--- src/rtl/key_scan.sv ---
`default_nettype none
// ============================================================================
//  Module      : key_scan
//  Description : 4x4 matrix keypad scanner. Drives one column low at a time,
//                samples the row lines once per column slot, builds a 16-bit
//                frame snapshot and debounces whole frames before emitting a
//                one-cycle key event with a 4-bit key code.
//
//  Ports
//    sys_clk      in   1  system clock, rising edge
//    sys_rst_n    in   1  asynchronous active-low reset
//    key_row      in   4  keypad rows, pulled up, low = closed (async input)
//    key_col      out  4  column drive, exactly one bit low (registered)
//    key_code     out  4  last accepted key, row*4 + col (registered, held)
//    key_valid    out  1  one-cycle pulse per accepted press
//    key_pressed  out  1  high from accept until release is accepted
//
//  Parameters
//    SCAN_DIV     sys_clk cycles per column slot (>= 4)
//    DB_FRAMES    identical consecutive frames to accept press/release (1..15)
//
//  Revision    : 1.0  initial release
// ============================================================================
module key_scan #(
    parameter int SCAN_DIV  = 50_000,
    parameter int DB_FRAMES = 5
) (
    input  logic       sys_clk,
    input  logic       sys_rst_n,
    input  logic [3:0] key_row,
    output logic [3:0] key_col,
    output logic [3:0] key_code,
    output logic       key_valid,
    output logic       key_pressed
);

    // ------------------------------------------------------------------------
    // Constants
    // ------------------------------------------------------------------------
    localparam int                 c_CNT_W     = (SCAN_DIV > 1) ? $clog2(SCAN_DIV) : 1;
    localparam logic [c_CNT_W-1:0] c_SLOT_LAST = c_CNT_W'(SCAN_DIV - 1);
    localparam logic [c_CNT_W-1:0] c_CNT_ONE   = c_CNT_W'(1);
    localparam logic [3:0]         c_DB_LAST   = 4'(DB_FRAMES);

    typedef enum logic [1:0] {
        ST_IDLE     = 2'd0,
        ST_DEBOUNCE = 2'd1,
        ST_HELD     = 2'd2
    } state_t;

    // ------------------------------------------------------------------------
    // Declarations
    // ------------------------------------------------------------------------
    logic [3:0]         r_row_meta;
    logic [3:0]         r_row_sync;

    logic [c_CNT_W-1:0] r_slot_cnt;
    logic [1:0]         r_col_idx;
    logic               w_slot_end;
    logic               w_frame_end;

    logic [15:0]        r_snap;
    logic [15:0]        w_col_bits;
    logic [15:0]        w_frame;

    logic [4:0]         w_ones;
    logic [3:0]         w_bit_idx;
    logic               w_is_none;
    logic               w_is_single;
    logic [3:0]         w_code;

    state_t             r_state;
    state_t             w_state_nxt;
    logic [3:0]         r_cand_code;
    logic [3:0]         w_cand_nxt;
    logic [3:0]         r_match_cnt;
    logic [3:0]         w_match_nxt;
    logic [3:0]         r_rel_cnt;
    logic [3:0]         w_rel_nxt;
    logic               w_accept;
    logic               w_release;

    // ------------------------------------------------------------------------
    // Row synchronizer. Idle level of the rows is all-ones (pull-ups), so the
    // flops reset to "no key" rather than to zero.
    // ------------------------------------------------------------------------
    always_ff @(posedge sys_clk or negedge sys_rst_n) begin
        if (!sys_rst_n) begin
            r_row_meta <= 4'hF;
            r_row_sync <= 4'hF;
        end else begin
            r_row_meta <= key_row;
            r_row_sync <= r_row_meta;
        end
    end

    // ------------------------------------------------------------------------
    // Slot counter and column rotation. The column index is kept alongside
    // the one-cold drive so the snapshot position needs no encoder.
    // ------------------------------------------------------------------------
    assign w_slot_end  = (r_slot_cnt == c_SLOT_LAST);
    assign w_frame_end = w_slot_end && (r_col_idx == 2'd3);

    always_ff @(posedge sys_clk or negedge sys_rst_n) begin
        if (!sys_rst_n) begin
            r_slot_cnt <= '0;
            r_col_idx  <= 2'd0;
            key_col    <= 4'b1110;
        end else if (w_slot_end) begin
            r_slot_cnt <= '0;
            r_col_idx  <= r_col_idx + 2'd1;
            key_col    <= {key_col[2:0], key_col[3]};
        end else begin
            r_slot_cnt <= r_slot_cnt + c_CNT_ONE;
        end
    end

    // ------------------------------------------------------------------------
    // Frame snapshot. Bit [col*4 + row] is set when that key is closed. The
    // frame-end classification uses w_frame (snapshot merged with the column 3
    // sample of this very cycle), so the register itself can simply clear.
    // ------------------------------------------------------------------------
    assign w_col_bits = {12'd0, ~r_row_sync} << {r_col_idx, 2'b00};
    assign w_frame    = r_snap | w_col_bits;

    always_ff @(posedge sys_clk or negedge sys_rst_n) begin
        if (!sys_rst_n) begin
            r_snap <= '0;
        end else if (w_slot_end) begin
            r_snap <= w_frame_end ? 16'd0 : w_frame;
        end
    end

    // ------------------------------------------------------------------------
    // Frame classifier: count set bits and remember the index of a set bit.
    // The index is only meaningful when exactly one bit is set.
    // ------------------------------------------------------------------------
    always_comb begin
        w_ones    = 5'd0;
        w_bit_idx = 4'd0;
        for (int i = 0; i < 16; i++) begin
            if (w_frame[i]) begin
                w_ones    = w_ones + 5'd1;
                w_bit_idx = 4'(i);
            end
        end
    end

    assign w_is_none   = (w_ones == 5'd0);
    assign w_is_single = (w_ones == 5'd1);
    // Snapshot index is col*4+row; the key code is row*4+col.
    assign w_code      = {w_bit_idx[1:0], w_bit_idx[3:2]};

    // ------------------------------------------------------------------------
    // Debounce FSM, next-state logic. Only frame ends move it.
    // ------------------------------------------------------------------------
    always_comb begin
        w_state_nxt = r_state;
        w_cand_nxt  = r_cand_code;
        w_match_nxt = r_match_cnt;
        w_rel_nxt   = r_rel_cnt;
        w_accept    = 1'b0;
        w_release   = 1'b0;

        if (w_frame_end) begin
            case (r_state)
                ST_IDLE: begin
                    if (w_is_single) begin
                        w_cand_nxt = w_code;
                        if (c_DB_LAST == 4'd1) begin
                            w_state_nxt = ST_HELD;
                            w_accept    = 1'b1;
                            w_match_nxt = 4'd0;
                            w_rel_nxt   = 4'd0;
                        end else begin
                            w_state_nxt = ST_DEBOUNCE;
                            w_match_nxt = 4'd1;
                        end
                    end
                end

                ST_DEBOUNCE: begin
                    if (w_is_single) begin
                        if (w_code == r_cand_code) begin
                            if (r_match_cnt + 4'd1 == c_DB_LAST) begin
                                w_state_nxt = ST_HELD;
                                w_accept    = 1'b1;
                                w_match_nxt = 4'd0;
                                w_rel_nxt   = 4'd0;
                            end else begin
                                w_match_nxt = r_match_cnt + 4'd1;
                            end
                        end else begin
                            // A different single key restarts the candidate.
                            w_cand_nxt  = w_code;
                            w_match_nxt = 4'd1;
                        end
                    end else begin
                        w_state_nxt = ST_IDLE;
                        w_match_nxt = 4'd0;
                    end
                end

                ST_HELD: begin
                    if (w_is_none) begin
                        if (r_rel_cnt + 4'd1 == c_DB_LAST) begin
                            w_state_nxt = ST_IDLE;
                            w_rel_nxt   = 4'd0;
                            w_release   = 1'b1;
                        end else begin
                            w_rel_nxt = r_rel_cnt + 4'd1;
                        end
                    end else begin
                        // Any key activity while held restarts the release
                        // count; no new event until a full release.
                        w_rel_nxt = 4'd0;
                    end
                end

                default: begin
                    w_state_nxt = ST_IDLE;
                    w_match_nxt = 4'd0;
                    w_rel_nxt   = 4'd0;
                end
            endcase
        end
    end

    // ------------------------------------------------------------------------
    // FSM state and output registers
    // ------------------------------------------------------------------------
    always_ff @(posedge sys_clk or negedge sys_rst_n) begin
        if (!sys_rst_n) begin
            r_state     <= ST_IDLE;
            r_cand_code <= 4'd0;
            r_match_cnt <= 4'd0;
            r_rel_cnt   <= 4'd0;
        end else begin
            r_state     <= w_state_nxt;
            r_cand_code <= w_cand_nxt;
            r_match_cnt <= w_match_nxt;
            r_rel_cnt   <= w_rel_nxt;
        end
    end

    always_ff @(posedge sys_clk or negedge sys_rst_n) begin
        if (!sys_rst_n) begin
            key_code    <= 4'd0;
            key_valid   <= 1'b0;
            key_pressed <= 1'b0;
        end else begin
            key_valid <= w_accept;
            if (w_accept) begin
                key_code    <= w_cand_nxt;
                key_pressed <= 1'b1;
            end else if (w_release) begin
                key_pressed <= 1'b0;
            end
        end
    end

endmodule
`default_nettype wire
--- config.mk ---
export PLATFORM = sky130hd
export DESIGN_NAME = key_scan
export DESIGN_NICKNAME = d
export VERILOG_FILES = /design/src/rtl/key_scan.sv
export SDC_FILE = /design/constraint.sdc
export NUM_CORES = 1
export LEC_CHECK = 0
export BUFFER_PORTS_ARGS = -buffer_cell sky130_fd_sc_hd__clkbuf_2
export CAP_MARGIN = 40
export CORE_MARGIN = 3
export CORE_UTILIZATION = 40
export DETAILED_ROUTE_END_ITERATION = 8
export GPL_ROUTABILITY_DRIVEN = 1
export PLACE_DENSITY = 0.53
export SLEW_MARGIN = 20
export SYNTH_ARGS = -nofsm -noshare
export SYNTH_HDL_FRONTEND = slang
export SYNTH_SLANG_ARGS = --single-unit
--- constraint.sdc ---
create_clock -name sys_clk -period 12.25 [get_ports sys_clk]
set_input_delay 1.225 -clock sys_clk [delete_from_list [all_inputs] [get_ports sys_clk]]
set_output_delay 1.225 -clock sys_clk [all_outputs]
set_load 0.005 [all_outputs]
Yosys cells after proc, flatten, opt, wreduce, memory -nomap -nowiden
Index checks and enable logic that the tools add are counted.
{"block": "op_classes", "n_addsub": 19, "n_eq_ne": 16, "shift": 1, "mux": 67, "n_bitwise": 4, "n_reduce_logical": 7}
{"operator": "$mux 4", "count": 27}
{"operator": "$add 5x1->5 const B", "count": 15}
{"operator": "$mux 5", "count": 15}
{"operator": "$mux 16", "count": 2}
{"operator": "$pmux 4 s3", "count": 2}
{"operator": "$add 16x1->16 const B", "count": 1}
{"operator": "$eq 16x16->1 const B", "count": 1}
{"operator": "$or 16x16->16", "count": 1}
{"operator": "$shl 4x4->16", "count": 1}
{"operator": "$mux 1", "count": 13}
{"operator": "$mux 2", "count": 6}
{"operator": "$ne 2x2->1 const B", "count": 6}
{"operator": "$add 4x1->4 const B", "count": 2}
{"operator": "$eq 4x3->1 const B", "count": 2}
{"operator": "$pmux 4 s2", "count": 1}
{"operator": "$ne 3x3->1 const B", "count": 2}
{"operator": "$pmux 2 s3", "count": 1}
{"operator": "$reduce_and 6->1", "count": 1}
{"operator": "$eq 5x1->1 const B", "count": 1}
{"operator": "$logic_not 5->1", "count": 1}
{"operator": "$reduce_and 5->1", "count": 1}
{"operator": "$eq 2x2->1 const B", "count": 2}
{"operator": "$eq 4x4->1", "count": 1}
{"operator": "$not 4->4", "count": 1}
{"operator": "7 further kinds", "count": 8}
{"block": "totals", "reg_bits": 66, "in_bits": 6, "output_inout_bits": 10, "elab_cells": 127}

Logic depth before layout (Yosys ltp)
Gate-level depths: netlist of the first run.
{"block": "depth", "ltp_word": 40, "mapped_depth": 60, "ltp_nobuf": 56}

Worst setup path before layout of the first run
Ideal clock, no wire load.
{"block": "synth_path", "kind": "reg2reg", "start": "register r_col_idx[0]", "end": "register key_code[0]", "arrival_time_ps": 10592, "t_required_ps": 12125, "setup_slack_ps": 1533, "stages_incl_launch_ff": 59, "cell_sequence": "dfrtp_1 buf_2 buf_1 nor3_1 or2_2 inv_1 ha_1 or2_2 o211ai_2 inv_2 ha_1 o21ai_0 nand2_1 ha_1 o21ba_2 a31oi_1 ha_1 o21ai_0 [... 23 more ...] inv_1 ha_1 nand2_1 o21ai_0 ha_1 nand2_1 nand2_1 ha_1 nand2_1 o211ai_1 ha_1 nor4b_2 a21oi_1 or2_2 or3_1 buf_6 nor3_4 mux2_2"}
{"block": "synth_via", "elab_chain_len": 37, "word_cells_on_any_way": 61, "classes_between": "add/sub: 15; eq/ne: 3; shift: 1; mux: 40; bitwise: 1; reduce/logical: 1"}
{"element": "start, declared", "line": "58", "rtl": "logic [1:0] r_col_idx;"}
{"element": "start signal, assigned", "line": "111", "rtl": "r_col_idx <= r_col_idx + 2'd1;"}
{"element": "$shl 4x4->16", "line": "123", "rtl": "assign w_col_bits = {12'd0, ~r_row_sync} << {r_col_idx, 2'b00};"}
{"element": "$or 16x16->16", "line": "124", "rtl": "assign w_frame = r_snap | w_col_bits;"}
{"element": "$mux 1", "line": "142", "rtl": "if (w_frame[i]) begin"}
{"element": "$add 5x1->5", "line": "143", "rtl": "w_ones = w_ones + 5'd1;"}
{"element": "$mux 5", "line": "142"}
{"element": "$add 5x1->5", "line": "143"}
{"element": "$mux 5", "line": "142"}
{"element": "$add 5x1->5", "line": "143"}
{"element": "[... 21 more ...]"}
{"element": "$add 5x1->5", "line": "143"}
{"element": "$mux 5", "line": "142"}
{"element": "$add 5x1->5", "line": "143"}
{"element": "$mux 5", "line": "142"}
{"element": "$eq 5x1->1", "line": "150", "rtl": "assign w_is_single = (w_ones == 5'd1);"}
{"element": "$mux 4 (tied with other cells)", "line": "183", "rtl": "if (w_is_single) begin"}
{"element": "$pmux 4 s2 or $mux 1 (tied branches)", "line": "166", "rtl": "case (r_state)"}
{"element": "$mux 4 or $mux 1 (tied branches)", "line": "165", "rtl": "if (w_frame_end) begin"}
{"element": "end signal, assigned", "line": "254", "rtl": "key_code <= w_cand_nxt;"}
{"element": "end, declared", "line": "32", "rtl": "output logic [3:0] key_code,"}
Several ways; a longest one is shown, not always the timed one.
A chain may end at the register's enable or synchronous reset.

Worst setup path in the final report of the first run
{"block": "layout_path", "start": "register r_col_idx[0]", "end": "register key_code[1]"}
The elaborated chain is that of the path after synthesis.

==> flow_metrics.env, run 1 <==
export IMPL_combinationalPowerShare=0.134
export IMPL_rr_endpoint="key_code[1]"
export IMPL_die_h_um=119
export IMPL_ant_nets=0
export IMPL_num_rows=40
export IMPL_r2r_slack_ns=1.06
export IMPL_async_flop_share=1.00
export IMPL_wl_met3_um=203
export IMPL_wl_met2_mm=5.19
export IMPL_area_delta_synth_final_pct=11.1
export IMPL_switching_share=0.237
export IMPL_drt_pass1_iter_count=5
export IMPL_slew_limit_headroom=0.501
export IMPL_max_cap_violations=0
export IMPL_syn_avg_cell_area_um2=8.81
export IMPL_grt_remaining_overflow=0
export IMPL_grt_usage=0.168
export IMPL_synth_edf_count=0
export IMPL_grt_pass1_wl_mm=19.8
export IMPL_design_area_um2=5720
export IMPL_leakage_nw=2.58
export IMPL_nNetsFinal=624
export IMPL_antenna_found_initial=0
export IMPL_initial_core_util=0.418
export IMPL_path_common_cell="ha_1"
export IMPL_ys_flop_type="dfrtp_1"
export IMPL_period_needed_ns=11.19
export IMPL_post_route_period_util=0.914
export IMPL_slew_violations=0
export IMPL_finalHoldViolations=0
export IMPL_ys_ff_latch=66
export IMPL_reg2regPathDepth=55
export IMPL_met1Wirelength_mm=5.96
export IMPL_cts_tree="done"
export IMPL_gp_congestion=0.810
export IMPL_max_freq_ghz=0.0893
export IMPL_ctsHoldBuffers=0
export IMPL_grt_start_max_net_pins=67
export IMPL_clkTransAtPathRegs_ns=0.05
export IMPL_status="completed"
export IMPL_critPathRequiredTime_ns=12.46
export IMPL_skew_ns=0.00819
export IMPL_dr_first_iter_drc_count=244
export IMPL_numPortBuffers=15
export IMPL_vias_per_cell=5.42
export IMPL_irDropWorstVdd_v=0.000104
export IMPL_cp_depth=55
export IMPL_routedWlPerCell_um=14.9
export IMPL_critPathTopFamily="adder cells"
export IMPL_placed_cell_area_um2=5370
export IMPL_critPathMaxStageDelay_ns=0.46
export IMPL_synthesis_nets=612
export IMPL_maxUsedRoutingLayer="met4"
export IMPL_cpMaxStageDelayCell="or4b_1"
export IMPL_rsz0062_at_grt="false"
export IMPL_num_antenna_cells=0
export IMPL_die_area_um2=14300
export IMPL_vias=4170
export IMPL_drive_gt1_frac=0.156
export IMPL_internal_power_w=0.000431
export IMPL_power_frac_seq=0.395
export IMPL_routed_wl_mm=11.5
export IMPL_setup_violations=0
export IMPL_clkPwrFrac=0.471
export IMPL_dp_hpwl_mm=8.72
export IMPL_fp_coreArea_um2=12300
export IMPL_switchingPower_w=0.000134
export IMPL_power_density_nw_per_um2=98.7
export IMPL_hold_class="register to register"
export IMPL_crit_type="register to register"
export IMPL_endpoint="key_code[1]"
export IMPL_ys_warn_count=0
export IMPL_clock_latency_ns=0.33
export IMPL_path_max_fanout=19
export IMPL_h_tree_depth=3
export IMPL_cts_max_path_buffers=2
export IMPL_synthCells=585
export IMPL_cp_end_kind="register"
export IMPL_crit_path_start_kind="register"
export IMPL_setup_worst_path_start="r_col_idx[0]"
export IMPL_path_buf_inv=3
export IMPL_setup_tns_ns=0
export IMPL_tightest_slew_ns=0.739
export IMPL_drc=0
export IMPL_yosysUniqueCellTypes=77
export IMPL_cts_buffers=9
export IMPL_clockRootBuffer="clkbuf_16"
export IMPL_mappedNetlistArea_um2=5150
export IMPL_rr_startpoint="r_col_idx[0]"
export IMPL_io_pins=16
export IMPL_die_x_um=119
export IMPL_ys_seq_area_frac=0.323
export IMPL_grt_pass1_vias=4014
export IMPL_clock_sinks=66
export IMPL_crit_arrival_ns=11.40
per-stage QoR:
| stage | utilization | std cells | setup WS (ns) | total power [W] | hold slack (ns) |
|---|---|---|---|---|---|
| final | 0.465 | 770 | 1.06 | 0.000565 | 0.354 |
| after global placement | 0.436 | 752 | 1.23 | 0.000299 | 0.346 |
| after floorplan | - | 585 | 1.53 | 0.000284 | 0.345 |
| after global routing | 0.465 | 770 | 0.0465 | 0.000594 | 0.361 |
| after CTS | 0.462 | 768 | 0.864 | 0.000572 | 0.356 |
| after detailed placement | 0.436 | 752 | 0.918 | 0.000301 | 0.348 |
worst min-delay path by stage:
stage / slack (ns) / to / cells past startpoint / startpoint
floorplan: 0.35 / r_row_sync[0] / 0 / r_row_meta[0]
finish: 0.35 / r_row_sync[0] / 0 / r_row_meta[0]
global placement: 0.35 / r_row_sync[3] / 0 / r_row_meta[3]
detailed placement: 0.35 / r_row_sync[3] / 0 / r_row_meta[3]
CTS: 0.36 / r_row_sync[3] / 0 / r_row_meta[3]
global route: 0.36 / r_row_sync[0] / 0 / r_row_meta[0]
sequential cells by signal, indices dropped and copies added, names as in the netlist:
name,flops
r_slot_cnt,16
r_snap,16
key_code,4
key_col,4
r_cand_code,4
r_match_cnt,4
r_rel_cnt,4
r_row_meta,4
r_row_sync,4
r_col_idx,2
r_state,2
key_pressed,1
key_valid,1
power groups by stage:
stage	clock network, W	registers (W)	logic, W
finish	0.000266	0.000223	0.0000755
global route	0.000285	0.000223	0.0000858
CTS	0.000274	0.000223	0.0000748
detailed placement	0	0.000227	0.0000744
global placement	0	0.000227	0.0000724
floorplan	0	0.000225	0.0000593
metal layers:
| metal | vias to the layer above | global-route usage |
|---|---|---|
| met1 | 1970 | 0.243 |
| met2 | 52 | 0.266 |
| met4 | 0 | 0.0408 |
| met5 | - | 0 |
| li1 | 2139 | - |
| met3 | 9 | 0.0254 |
final cells by class:
| type | instances | area, um^2 |
|---|---|---|
| timing repair buffer | 21 | 133 |
| clock inverter | 5 | 78.8 |
| multi-input combinational | 479 | 3330 |
| sequential | 66 | 1670 |
| inverter | 20 | 75.1 |
| tap | 168 | 210 |
| fill | 1207 | 6590 |
| clock buffer | 11 | 233 |
cell families (layout without fill, tap and decap cells):
kind of cell / Yosys count / in the layout / share of synthesized area
simple gates: 254 / 254 / 0.255
compound gates: 131 / 131 / 0.174
flops: 66 / 66 / 0.323
xor+xnor: 59 / 59 / 0.135
buf+inv: 40 / 57 / 0.0328
fa+ha+maj: 21 / 21 / 0.0510
mux: 14 / 14 / 0.0291
worst reg2reg max path: cells and delay by family (launching register included):
kind            cells  cell delay [ns]
mux                 1             0.38
simple gates       20             3.28
flops               1             0.45
fa+ha+maj          14             4.12
buf+inv             3             0.39
compound gates     17             2.46
what timing repair did:
action | in CTS | in global routing
endpoints found under the setup margin | 0 | 7
buffers inserted | 0 | 1
gates resized for setup | 0 | 2
cell usage after synthesis, types with 11 or more instances:
cell type  count  share of area
xor2_1        18          0.031
dfstp_2       11          0.056
or2_2         13          0.016
nor3_1        14          0.014
xnor2_1       27          0.046
o21ai_0       26          0.025
nand2_1       64          0.047
ha_1          21          0.051
a21oi_1       28          0.027
clkbuf_1      14          0.010
inv_1         17          0.012
nor2_1        68          0.050
dfrtp_1       55           0.27
nand3_1       20          0.019
cells in the final DEF (no fill, tap or decap), drive strengths merged, types with 7 or more instances in the layout:
master,instances
nor3,16
nor3b,10
ha,21
and2,7
nand3,20
a21oi,28
a31oi,10
xor2,18
a211oi,7
or2,16
clkbuf,25
inv,20
mux2,8
xnor3,7
xnor2,32
buf,7
nor2,69
dfrtp,55
nand2,64
o21ai,27
dfstp,11
nand2b,8
and3,8
(Power assumes the default switching activity.)
==> run 2: changes to the inputs <==
CORE_ASPECT_RATIO = 1.4   (was default)
CTS_BUF_LIST = sky130_fd_sc_hd__clkbuf_8   (was default)
==> flow_metrics.env, run 2 (synthesis gave the netlist of run 1 again) <==
export IMPL_status="completed"
export IMPL_final_common_cell="nor2_1"
export IMPL_drive_gt1_frac=0.160
export IMPL_combinationalPowerShare=0.141
export IMPL_clkTransAtPathRegs_ns=0.08
export IMPL_min_path_cells=0
export IMPL_initial_core_util=0.412
export IMPL_h_tree_depth=3
export IMPL_cpMaxStageDelayCell="dfrtp_4"
export IMPL_met1Wirelength_mm=5.23
export IMPL_power_frac_seq=0.410
export IMPL_nNetsFinal=623
export IMPL_post_route_period_util=0.922
export IMPL_rr_startpoint="r_col_idx[1]"
export IMPL_gp_congestion=0.812
export IMPL_wl_met3_um=231
export IMPL_crit_path_start_kind="register"
export IMPL_wl_met2_mm=6.25
export IMPL_grt_pass1_vias=4239
export IMPL_post_cts_setup_buffers=0
export IMPL_die_x_um=102
export IMPL_hold_start="r_row_meta[1]"
export IMPL_leakage_nw=2.56
export IMPL_reg2regPathDepth=55
export IMPL_num_antenna_cells=0
export IMPL_cts_resized=0
export IMPL_cts_buffers=9
export IMPL_drc=0
export IMPL_slew_limit_headroom=0.515
export IMPL_max_freq_ghz=0.0885
export IMPL_path_max_fanout=20
export IMPL_setup_tns_ns=0
export IMPL_setup_violations=0
export IMPL_rsz0062_at_grt="false"
export IMPL_irDropWorstVdd_v=0.0000883
export IMPL_grt_remaining_overflow=0
export IMPL_die_h_um=140
export IMPL_cts_max_path_buffers=2
export IMPL_maxUsedRoutingLayer="met4"
export IMPL_placed_cell_area_um2=5350
export IMPL_internal_power_w=0.000409
export IMPL_die_area_um2=14300
export IMPL_fp_coreArea_um2=12500
export IMPL_critPathRequiredTime_ns=12.46
export IMPL_area_delta_synth_final_pct=9.74
export IMPL_vias_per_cell=5.67
export IMPL_num_rows=48
export IMPL_finalHoldViolations=0
export IMPL_cp_end_kind="register"
export IMPL_clockRootBuffer="clkbuf_8"
export IMPL_cts_tree="done"
export IMPL_top_regs="r_slot_cnt (16), r_snap (16)"
export IMPL_dr_first_iter_drc_count=132
export IMPL_ctsHoldBuffers=0
export IMPL_numPortBuffers=15
export IMPL_crit_type="register to register"
export IMPL_path_common_cell="ha_1"
export IMPL_drt_pass1_iter_count=4
export IMPL_hold_class="register to register"
export IMPL_min_to="r_row_sync[1]"
export IMPL_io_pins=16
export IMPL_antenna_found_initial=0
export IMPL_rr_endpoint="key_code[2]"
export IMPL_grt_pass1_wl_mm=20.1
export IMPL_ant_nets=0
export IMPL_grt_start_max_net_pins=67
export IMPL_max_cap_violations=0
export IMPL_switching_share=0.246
export IMPL_routed_wl_mm=12.0
export IMPL_grt_usage=0.174
export IMPL_r2r_slack_ns=0.95
export IMPL_num_fill_cells=1263
export IMPL_crit_arrival_ns=11.51
export IMPL_skew_ns=0.0150
export IMPL_switchingPower_w=0.000134
export IMPL_clock_sinks=66
export IMPL_vias=4261
export IMPL_clkPwrFrac=0.449
export IMPL_slew_violations=0
export IMPL_routedWlPerCell_um=16.0
export IMPL_dp_hpwl_mm=9.12
export IMPL_critPathMaxStageDelay_ns=0.58
export IMPL_power_density_nw_per_um2=96.0
export IMPL_period_needed_ns=11.30
export IMPL_clock_latency_ns=0.34
export IMPL_layout_common_cells="nor2_1 (68), nand2_1 (64), dfrtp_1 (53)"
export IMPL_design_area_um2=5650
export IMPL_tightest_slew_ns=0.727
[run 2: changes by cell type in the layout (fill, tap and decap cells not counted), moves of 2 or more]
cell | previous run | this run
clkinv_2 | 2 | 0
bufinv_16 | 2 | 4
clkbuf_8 | 0 | 9
dfrtp_1 | 55 | 53
clkbuf_16 | 9 | 0
clkbuf_1 | 2 | 0
[run 2: routing by layer]
metal | global-route usage | vias to the layer above
li1 | - | 2122
met1 | 0.211 | 2057
met2 | 0.306 | 63
met3 | 0.0194 | 19
met4 | 0.0719 | 0
met5 | 0 | -
[run 2: worst max path at each step]
stage,startpoint,depth (start not counted),to
after floorplan,r_col_idx[0],58,key_code[0]
after detailed placement,r_col_idx[1],55,key_code[3]
after global placement,r_col_idx[1],55,key_code[1]
after CTS,r_col_idx[1],55,key_code[3]
after global routing,r_col_idx[1],55,key_code[3]
final,r_col_idx[1],55,key_code[2]
[run 2: final cells by class]
class / count / area (um^2) / share of cell area
well taps: 150 / 188 / 0.0332
inverters: 20 / 75.1 / 0.0133
flip-flops and latches: 66 / 1670 / 0.295
repair buffers: 20 / 133 / 0.0235
clock inverters: 7 / 141 / 0.0250
multi-input cells: 479 / 3320 / 0.588
clock buffers: 9 / 124 / 0.0219
[run 2: worst max-delay path, delay by kind of cell, from the launching register on]
kind,cells,cell delay [ns]
simple gates,20,3.43
mux,1,0.38
flops,1,0.58
fa+ha+maj,14,4.09
compound gates,17,2.49
buf+inv,3,0.20
[run 2: power groups by stage]
stage          clock [W]  sequential, W  combinational [W]
3_5_place_dp           0       0.000227          0.0000752
5_1_grt         0.000260       0.000223          0.0000867
6_report        0.000244       0.000222          0.0000765
3_3_place_gp           0       0.000227          0.0000730
2_1_floorplan          0       0.000225          0.0000593
4_1_cts         0.000250       0.000223          0.0000755
[run 2: per-stage QoR]
step,utilization,total power (W),setup slack (ns),cells,hold WS [ns]
final,0.453,0.000543,0.952,751,0.354
after global routing,0.453,0.000569,0.0602,751,0.361
after CTS,0.450,0.000549,0.623,750,0.357
after detailed placement,0.428,0.000302,0.683,734,0.347
after global placement,0.428,0.000300,1.04,734,0.346
after floorplan,-,0.000284,1.53,585,0.345
==> run 3: changes to the inputs <==
CTS_BUF_LIST = sky130_fd_sc_hd__clkbuf_4 sky130_fd_sc_hd__clkbuf_8 sky130_fd_sc_hd__clkbuf_16   (was sky130_fd_sc_hd__clkbuf_8)
CTS_CLUSTER_DIAMETER = 200   (was default)
==> flow_metrics.env, run 3 (synthesis gave the netlist of run 1 again) <==
export IMPL_status="completed"
export IMPL_grt_pass1_wl_mm=20.1
export IMPL_io_pins=16
export IMPL_cp_end_kind="register"
export IMPL_timing_hold_ws_ns=0.354
export IMPL_critPathRequiredTime_ns=12.46
export IMPL_num_antenna_cells=0
export IMPL_vias_per_cell=5.67
export IMPL_ctsHoldBuffers=0
export IMPL_cpMaxStageDelayCell="dfstp_2"
export IMPL_routedWlPerCell_um=16.0
export IMPL_area_delta_synth_final_pct=11.7
export IMPL_path_common_cell="ha_1"
export IMPL_regArea_um2=1670
export IMPL_path_max_fanout=8
export IMPL_grt_start_max_net_pins=67
export IMPL_crit_arrival_ns=11.47
export IMPL_reg2regPathDepth=55
export IMPL_rr_endpoint="key_code[2]"
export IMPL_die_h_um=140
export IMPL_die_x_um=102
export IMPL_setup_violations=0
export IMPL_fp_coreArea_um2=12500
export IMPL_slew_limit_headroom=0.516
export IMPL_power_density_nw_per_um2=107
export IMPL_gp_congestion=0.812
export IMPL_clock_latency_ns=0.33
export IMPL_path_buf_inv=3
export IMPL_layout_common_cells="nor2_1 (68), nand2_1 (64), dfrtp_1 (53)"
export IMPL_grt_usage=0.175
export IMPL_numPortBuffers=15
export IMPL_finalHoldViolations=0
export IMPL_routed_wl_mm=12.0
export IMPL_drt_pass1_iter_count=4
export IMPL_grt_pass1_vias=4239
export IMPL_drive_gt1_frac=0.161
export IMPL_hold_class="register to register"
export IMPL_post_cts_setup_buffers=0
export IMPL_slew_violations=0
export IMPL_crit_path_start_kind="register"
export IMPL_clockRootBuffer="clkbuf_16"
export IMPL_min_to="r_row_sync[2]"
export IMPL_max_freq_ghz=0.0888
export IMPL_num_fill_cells=1248
export IMPL_leakage_nw=2.60
export IMPL_vias=4257
export IMPL_rsz0062_at_grt="false"
export IMPL_post_route_period_util=0.919
export IMPL_cts_resized=0
export IMPL_multiInputGateArea_um2=3320
export IMPL_grt_remaining_overflow=0
export IMPL_hold_start="r_row_meta[2]"
export IMPL_drc=0
export IMPL_r2r_slack_ns=0.99
export IMPL_cts_max_path_buffers=2
export IMPL_critPathTopFamily="adder cells"
export IMPL_max_cap_violations=0
export IMPL_dp_hpwl_mm=9.12
export IMPL_final_common_cell="nor2_1"
export IMPL_h_tree_depth=3
export IMPL_power_total_w=0.000617
export IMPL_initial_core_util=0.412
export IMPL_dpl_cell_count=734
export IMPL_dr_first_iter_drc_count=173
export IMPL_die_area_um2=14300
export IMPL_ant_nets=0
export IMPL_clkTransAtPathRegs_ns=0.06
export IMPL_clock_sinks=66
export IMPL_irDropWorstVdd_v=0.000118
export IMPL_period_needed_ns=11.26
export IMPL_num_rows=48
export IMPL_critPathMaxStageDelay_ns=0.62
export IMPL_nNetsFinal=623
export IMPL_crit_type="register to register"
export IMPL_antenna_found_initial=0
export IMPL_setup_tns_ns=0
export IMPL_tightest_slew_ns=0.726
export IMPL_cts_buffers=9
export IMPL_rr_startpoint="r_row_sync[0]"
export IMPL_instances_no_fill=751
export IMPL_skew_ns=0.00730
export IMPL_cts_tree="done"
export IMPL_min_path_cells=0
export IMPL_top_regs="r_slot_cnt (16), r_snap (16)"
run 3: final cells by class:
class                           instances  share of cell area
Clock buffer                           10              0.0404
Inverter                               20              0.0130
Timing Repair Buffer                   20              0.0230
Clock inverter                          6              0.0239
Sequential cell                        66               0.290
Tap cell                              150              0.0326
Multi-Input combinational cell        479               0.577
run 3: per-stage QoR:
stage          utilization  area (um^2)  setup WS, ns
2_1_floorplan            -         5150          1.53
3_3_place_gp         0.428         5350          1.04
3_5_place_dp         0.428         5350         0.683
4_1_cts              0.458         5720         0.633
5_1_grt              0.461         5760        0.0821
6_report             0.461         5760         0.990
run 3: how the worst max path moves through the flow:
stage,cells after the start,to,from,slack (ns)
global route,55,key_code[3],r_row_sync[0],0.08
CTS,55,key_code[3],r_col_idx[1],0.63
finish,55,key_code[2],r_row_sync[0],0.99
floorplan,58,key_code[0],r_col_idx[0],1.53
global placement,55,key_code[1],r_col_idx[1],1.04
detailed placement,55,key_code[3],r_col_idx[1],0.68
run 3: routing by layer:
layer  GRT usage  part of all wire  up-vias
met3      0.0254             0.020       18
met1       0.214              0.43     2048
met2       0.304              0.52       61
met5           0                 0        -
met4      0.0719             0.026        0
li1            -                 -     2130
run 3: report_power, final:
group	internal [W]	switching, W
clock network	0.000223	0.0000950
registers	0.000221	0.00000225
logic	0.0000325	0.0000440
